File: src/rtl/mem_loader.sv
// mem_loader: packs a byte stream into words, writes them, then reads back and verifies the sum.
// Ports: start/word_count, in_valid/in_data/in_ready, mem_* port, busy/done/error/checksum.
module mem_loader #(
  parameter int ADDR_W = 6
) (
  input  logic              clk,
  input  logic              rst_n,
  input  logic              start,
  input  logic [ADDR_W:0]   word_count,
  input  logic              in_valid,
  input  logic [7:0]        in_data,
  output logic              in_ready,
  output logic              mem_write_en,
  output logic [ADDR_W-1:0] mem_addr,
  output logic [31:0]       mem_write_data,
  input  logic [31:0]       mem_read_data,
  output logic              busy,
  output logic              done,
  output logic              error,
  output logic [31:0]       checksum
);

  localparam logic [ADDR_W:0] DEPTH = {1'b1, {ADDR_W{1'b0}}};

  typedef enum logic [2:0] {
    IDLE, LOAD, WRITE, VERIFY, DONE
  } state_t;

  state_t state, state_nx;

  logic [ADDR_W:0]   n_q;
  logic [ADDR_W:0]   n_lat;
  logic [ADDR_W-1:0] widx;
  logic [ADDR_W-1:0] vaddr;
  logic [1:0]        bidx;
  logic [31:0]       word_q;
  logic [31:0]       vsum;
  logic [31:0]       vsum_nx;
  logic              go;
  logic              acc;
  logic              last_w;
  logic              last_v;

  assign go      = start && (state == IDLE || state == DONE);
  assign acc     = in_valid && (state == LOAD);
  assign n_lat   = (word_count > DEPTH) ? DEPTH : word_count;
  assign last_w  = ({1'b0, widx} == n_q - (ADDR_W+1)'(1));
  assign last_v  = ({1'b0, vaddr} == n_q - (ADDR_W+1)'(1));
  assign vsum_nx = vsum + mem_read_data;

  always_ff @(posedge clk or negedge rst_n) begin
    if (!rst_n) begin
      state    <= IDLE;
      n_q      <= '0;
      widx     <= '0;
      vaddr    <= '0;
      bidx     <= '0;
      word_q   <= '0;
      vsum     <= '0;
      checksum <= '0;
      error    <= 1'b0;
    end else begin
      state <= state_nx;
      if (go) begin
        n_q      <= n_lat;
        widx     <= '0;
        vaddr    <= '0;
        bidx     <= '0;
        word_q   <= '0;
        vsum     <= '0;
        checksum <= '0;
        error    <= 1'b0;
      end
      if (acc) begin
        word_q[{bidx, 3'b000} +: 8] <= in_data;
        bidx <= bidx + 2'd1;
      end
      if (state == WRITE) begin
        checksum <= checksum + word_q;
        widx     <= widx + ADDR_W'(1);
        vaddr    <= '0;
      end
      if (state == VERIFY) begin
        vsum  <= vsum_nx;
        vaddr <= vaddr + ADDR_W'(1);
        // Compare including the read taken on this final cycle.
        if (last_v) error <= (vsum_nx != checksum);
      end
    end
  end

  always_comb begin
    state_nx       = state;
    in_ready       = 1'b0;
    mem_write_en   = 1'b0;
    mem_addr       = '0;
    mem_write_data = '0;
    busy           = 1'b0;
    done           = 1'b0;
    unique case (state)
      IDLE, DONE: begin
        done = (state == DONE);
        if (start) state_nx = (n_lat == '0) ? DONE : LOAD;
      end
      LOAD: begin
        in_ready = 1'b1;
        busy     = 1'b1;
        if (in_valid && bidx == 2'd3) state_nx = WRITE;
      end
      WRITE: begin
        busy           = 1'b1;
        mem_write_en   = 1'b1;
        mem_addr       = widx;
        mem_write_data = word_q;
        state_nx       = last_w ? VERIFY : LOAD;
      end
      VERIFY: begin
        busy     = 1'b1;
        mem_addr = vaddr;
        if (last_v) state_nx = DONE;
      end
      default: state_nx = IDLE;
    endcase
  end

endmodule

File: config.mk
export PLATFORM = sky130hd
export DESIGN_NAME = mem_loader
export DESIGN_NICKNAME = d
export VERILOG_FILES = /design/src/rtl/mem_loader.sv
export SDC_FILE = /design/constraint.sdc
export NUM_CORES = 1
export LEC_CHECK = 0
export CAP_MARGIN = 20
export CORE_MARGIN = 4
export CORE_UTILIZATION = 45
export CTS_CLUSTER_SIZE = 14
export DETAILED_ROUTE_END_ITERATION = 7
export PLACE_DENSITY = 0.67
export RECOVER_POWER = 25
export SETUP_SLACK_MARGIN = 0.02
export SLEW_MARGIN = 10
export SYNTH_ARGS = -nofsm -noshare
export SYNTH_HDL_FRONTEND = slang
export SYNTH_SLANG_ARGS = --single-unit
File: constraint.sdc
create_clock -name clk -period 3.9 [get_ports clk]
set_input_delay 0.39 -clock clk [delete_from_list [all_inputs] [get_ports clk]]
set_output_delay 0.39 -clock clk [all_outputs]
set_load 0.1 [all_outputs]
# After elaboration in Yosys (flattened, before gate mapping)
# Cells that the tools add are included.
# W data, S select, Z words.
classes:
  add_sub_neg: 7
  n_lt_le_gt_ge: 1
  n_eq_ne: 11
  shifts: 2
  mux: 28
  n_reduce_logical: 13
ops:
  columns: ["cell", "count"]
  rows:
  - ["$mux W32", 6]
  - ["$add A32 B32 Y32", 2]
  - ["$bwmux W32", 1]
  - ["$ne A32 B32 Y1", 1]
  - ["$shift A8 B7 Y32 const A", 1]
  - ["$shiftx A8 B7 Y32", 1]
  - ["$mux W6", 4]
  - ["$eq A6 B7 Y1", 2]
  - ["$add A6 B1 Y6 const B", 2]
  - ["$mux W3", 4]
  - ["$pmux W3 S4", 1]
  - ["$pmux W6 S2", 1]
  - ["$gt A7 B7 Y1 const B", 1]
  - ["$logic_not A7 Y1", 1]
  - ["$mux W1", 7]
  - ["$mux W7", 1]
  - ["$neg A5 Y7", 1]
  - ["$sub A7 B1 Y7 const B", 1]
  - ["$eq A3 B2 Y1 const B", 2]
  - ["$mux W2", 3]
  - ["$reduce_bool A2 Y1", 3]
  - ["$ne A2 B2 Y1 const B", 2]
  - ["$eq A3 B1 Y1 const B", 1]
  - ["$eq A3 B3 Y1 const B", 1]
  - ["other kinds (10)", 12]
totals:
  regBits: 121
  input_bits: 51
  out_inout_bits: 75
  wordCells: 71

# Logic depth before layout (Yosys ltp)
logic_depth:
  word_depth: 6
  ltp_mapped: 13
  ltp_nobuf: 13

# Worst setup path before layout
# Ideal clock, no wire load.
synth_timing:
  path_type: "register -> register"
  from: "register state[0]"
  to: "register word_q[24]"
  setup_time_ps: 70
  arrival_ps: 4233
  required_ps: 3830
  slack_ps: -402
  stages_incl_launch_ff: 7
  path_buffers: 1
  synth_period_minus_slack_ps: 4302
  path_cell_list: "dfrtp_1 nor3b_1 and2_1 clkbuf_1 nand2_1 nor4_1 a22o_1"
synth_via:
  elab_chain_len: 6
  word_cells_on_any_way: 9
  classes_between: "eq/ne: 2; mux: 3; reduce/logical: 4"
synth_lines:
  columns: ["element", "line_no", "rtl"]
  rows:
  - ["from (decl)", "29", "state_t state, state_nx;"]
  - ["from (signal assigned)", "63", "state <= state_nx;"]
  - ["$eq A3 B3 Y1 / $logic_not A3 Y1 (equally long branches)", "44", "assign go = start && (state == IDLE || state == DONE);"]
  - ["$logic_or A1 B1 Y1", "44", null]
  - ["$logic_and A1 B1 Y1", "44", null]
  - ["$mux W32", "64", "if (go) begin"]
  - ["$bwmux W32", "75", "word_q[{bidx, 3'b000} +: 8] <= in_data;"]
  - ["$mux W32 (*)", "74", "if (acc) begin"]
  - ["to (signal, indexed assignment)", "75", null]
  - ["to (decl)", "36", "logic [31:0] word_q;"]
# Every way passes the cells marked *; elsewhere a longest branch is shown, timed or not.
# A chain may end at the register's enable or synchronous reset.

# Final worst setup path
layout_timing:
  from: "input mem_read_data[0]"
  to: "register error"
layout_via:
  elab_chain_len: 4
layout_lines:
  columns: ["element", "line_no", "rtl"]
  rows:
  - ["from (decl)", "16", "input logic [31:0] mem_read_data,"]
  - ["$add A32 B32 Y32", "49", "assign vsum_nx = vsum + mem_read_data;"]
  - ["$ne A32 B32 Y1", "87", "if (last_v) error <= (vsum_nx != checksum);"]
  - ["$mux W1", "87", null]
  - ["$mux W1", "83", "if (state == VERIFY) begin"]
  - ["to (signal assigned)", "87", null]
  - ["to (decl)", "19", "output logic error,"]
# Every way passes these cells.

==> impl_metrics.py <==
metrics = {
    "floorplanning": {
        "pin_count": 126,
        "die_width_um": 153,
        "rows": 52,
        "initial_core_util_pct": 46.2,
        "die_area_sq_um": 23300,
        "core_area_sq_um": 20400,
        "die_y_um": 153,
    },
    "finish": {
        "post-route-util_pct": 58.7,
        "stdcell_count": 1491,
        "area_delta_synth_final_pct": 27.1,
        "diodes": 0,
        "drive_above_1_share_pct": 9.09,
        "fin_area_sq_um": 12000,
        "fin_nets": 1333,
    },
    "synth": {
        "synthSimpleGateAreaFrac_pct": 20.7,
        "yosys_warnings": 0,
        "synth_top_cell_by_area": "dfrtp_1",
        "ys_top_cells_by_count": "nand2_1, dfrtp_1, o21ai_0",
        "synth_top_area_share_pct": 32.1,
        "synth_enable_flop_cells": 0,
        "synthCells": 1101,
        "synthMuxAreaShare_pct": 0.531,
        "synth.most_common_cell": "nand2_1",
        "synth_compound_gate_area_share_pct": 23.1,
        "syn_nets": 1224,
        "avgSynthCellArea_sq_um": 8.57,
        "synth_seq_cells": 121,
        "ys_types": 75,
        "synth_top_flop_cell": "dfrtp_1",
        "synth_fa_ha_area_share_pct": 9.71,
        "netlist_area_sq_um": 9430,
        "seq_area_frac_synth_pct": 32.1,
        "synth_top_family_by_area": "compound AO/OA/AOI/OAI gates",
        "yosys-top-cells-area": "dfrtp_1, ha_1, nand2_1",
        "async_reset_ff_share_pct": 100,
        "synth-xor-area-share_pct": 10.7,
    },
    "grt": {
        "grt_pass1_wl_um": 45200,
        "antenna_found_initial": 0,
        "grt_pass1_vias": 8577,
        "grt_usage_pct": 23.7,
        "grt_max_degree": 67,
        "grt_overflow": 0,
    },
    "placement": {
        "dpl.cell_count": 1461,
        "place_hpwl_um": 21300,
        "placed_area_sq_um": 11400,
        "gp_congestion": 0.938,
        "preCtsSetupSlack_ps": 40.3,
        "port_buffers": 125,
    },
    "routing": {
        "drtAntennaViolNets": 0,
        "viasPerCell": 5.79,
        "drc_errors": 0,
        "post_drt_wl_per_cell_um": 18.7,
        "dr.pass1.iters": 7,
        "drt_iter0_drc": 530,
        "wirelength_um": 27900,
        "vias": 8627,
    },
    "critical_path": {
        "endpoint_kind": "register",
        "crit_buf_inv": 2,
        "crit_path_max_fanout": 8,
        "crit_required_ps": 4190,
        "critPathMaxStageDelay_ps": 520,
        "worstPathArrival_ps": 3750,
        "path_cells": "clkdlybuf4s50_1, ha_1, inv_1, fa_1, nand2b_1, a21oi_2, o21a_1, o21ai_1, o21a_1, xnor2_1, xnor2_1, o21ai_0, nor4b_4, a21oi_2",
        "path_class": "in -> reg",
        "critical-path-top-delay-family": "compound AO/OA/AOI/OAI gates",
        "slowest_stage": "clkdlybuf4s50_1",
        "r2r_setup_slack_ps": 500,
        "start_kind": "input port",
    },
    "clock_tree": {
        "cts-htree-levels": 4,
        "cts.path.max_buffers": 2,
        "cts.clk_slew.worst_paths_ps": 60,
        "cts_tree": "built",
        "ctsRootBufferMaster": "clkbuf_16",
        "clk_latency_ps": 420,
        "cts_resized": 0,
        "numCtsBuffers": 17,
        "cts_sinks": 121,
        "post_cts_buffers": 0,
        "cts_hold_buf": 0,
    },
    "power": {
        "power_mw": 9.25,
        "p_leak_nw": 5.32,
        "vdd_ir_drop_max_mv": 0.393,
        "power_density_nw_per_um2": 772,
    },
    "timing": {
        "finalMaxSlewViolations": 56,
        "finalSetupTns_ps": 0,
        "tightestPinTransition_ps": 3200,
        "fin_worst_skew_ps": 13.9,
        "slew_headroom_pct": -113,
        "fmax_ghz": 0.289,
        "timing.final.ws_setup_ps": 442,
        "whs_ps": 482,
        "rsz0062_at_grt": "false",
        "final.period_utilization_pct": 88.7,
        "setup_viol": 0,
        "fin_crit_ps": 3460,
        "finalHoldViolCount": 0,
    },
    "hold_path": {
        "hold_class": "reg -> reg",
    },
    "status": {
        "status": "complete, but fails checks",
        "violations": "max-capacitance violations, max-slew violations",
    },
    "job": {
        "cap_violations": 1,
    },
}
==> routing by layer <==
layer	track usage (%)	vias up	share of wire, %
li1	-	4219	-
met1	33.4	4080	47
met2	37.5	279	45
met3	3.81	49	5.5
met4	7.55	0	2.6
met5	0	-	0
==> flip-flops by register name (all words and copies together), names as in the netlist <==
register and cells:
checksum 32, vsum 32, word_q 32, bidx 2, state 3, error 1, widx 6, n_q 7
vaddr 6
==> power breakdown <==
part           total (mW)  switching [mW]  internal, mW
Clock                1.62           0.572          1.04
Sequential           2.12           0.492          1.63
Combinational        5.51            3.55          1.96
Total                9.25            4.62          4.63
==> final timing paths <==
| path | endpoint | from | cells past startpoint |
|---|---|---|---|
| worst min-delay path | vsum[8]$_DFFE_PN0P_ | vsum[8]$_DFFE_PN0P_ | 2 |
| worst min register to register | vsum[8]$_DFFE_PN0P_ | vsum[8]$_DFFE_PN0P_ | 2 |
| worst max register to register | checksum[29]$_DFFE_PN0P_ | checksum[6]$_DFFE_PN0P_ | 10 |
| worst max-delay path | error$_DFF_PN0_ | mem_read_data[0] | 14 |
| max in group asynchronous | checksum[22]$_DFFE_PN0P_ | rst_n | 1 |
| min in group asynchronous | vsum[10]$_DFFE_PN0P_ | rst_n | 1 |
==> cell type report <==
type | instances | area (sq um)
fillers | 1848 | 8440
multi-input cells | 908 | 6120
flip-flops and latches | 121 | 3030
repair buffers | 145 | 1840
clock buffers | 22 | 474
well taps | 270 | 338
clock inverters | 8 | 120
inverters | 17 | 63.8
==> worst min-delay path, stage by stage, from the launching register on <==
cell and delay [ps]:
dfrtp_1 340, nand2_1 50, o21ai_0 60
==> layout by cell type (no fill, tap or decap), drive strengths merged, types with 6 or more instances in the layout <==
| master | instances |
|---|---|
| a211oi | 11 |
| a21o | 26 |
| a21oi | 63 |
| a22o | 30 |
| a31oi | 13 |
| and2 | 40 |
| and3 | 8 |
| buf | 59 |
| clkbuf | 23 |
| clkdlybuf4s50 | 85 |
| dfrtp | 121 |
| ha | 70 |
| inv | 17 |
| nand2 | 153 |
| nand2b | 12 |
| nand3 | 40 |
| nand3b | 7 |
| nand4 | 14 |
| nor2 | 49 |
| nor2b | 7 |
| nor3 | 19 |
| nor3b | 11 |
| nor4 | 8 |
| nor4b | 6 |
| o211ai | 6 |
| o21a | 15 |
| o21ai | 120 |
| o31ai | 6 |
| xnor2 | 49 |
| xor2 | 53 |
==> cells by family after synthesis <==
group,after synthesis
AO/OA/AOI/OAI,333
adder cells (fa/ha/maj),72
multiplexers,5
XOR/XNOR,107
AND/OR/NAND/NOR,391
buffers and inverters,72
flip-flops,121
Note: power is estimated with default switching activity, not from simulation.
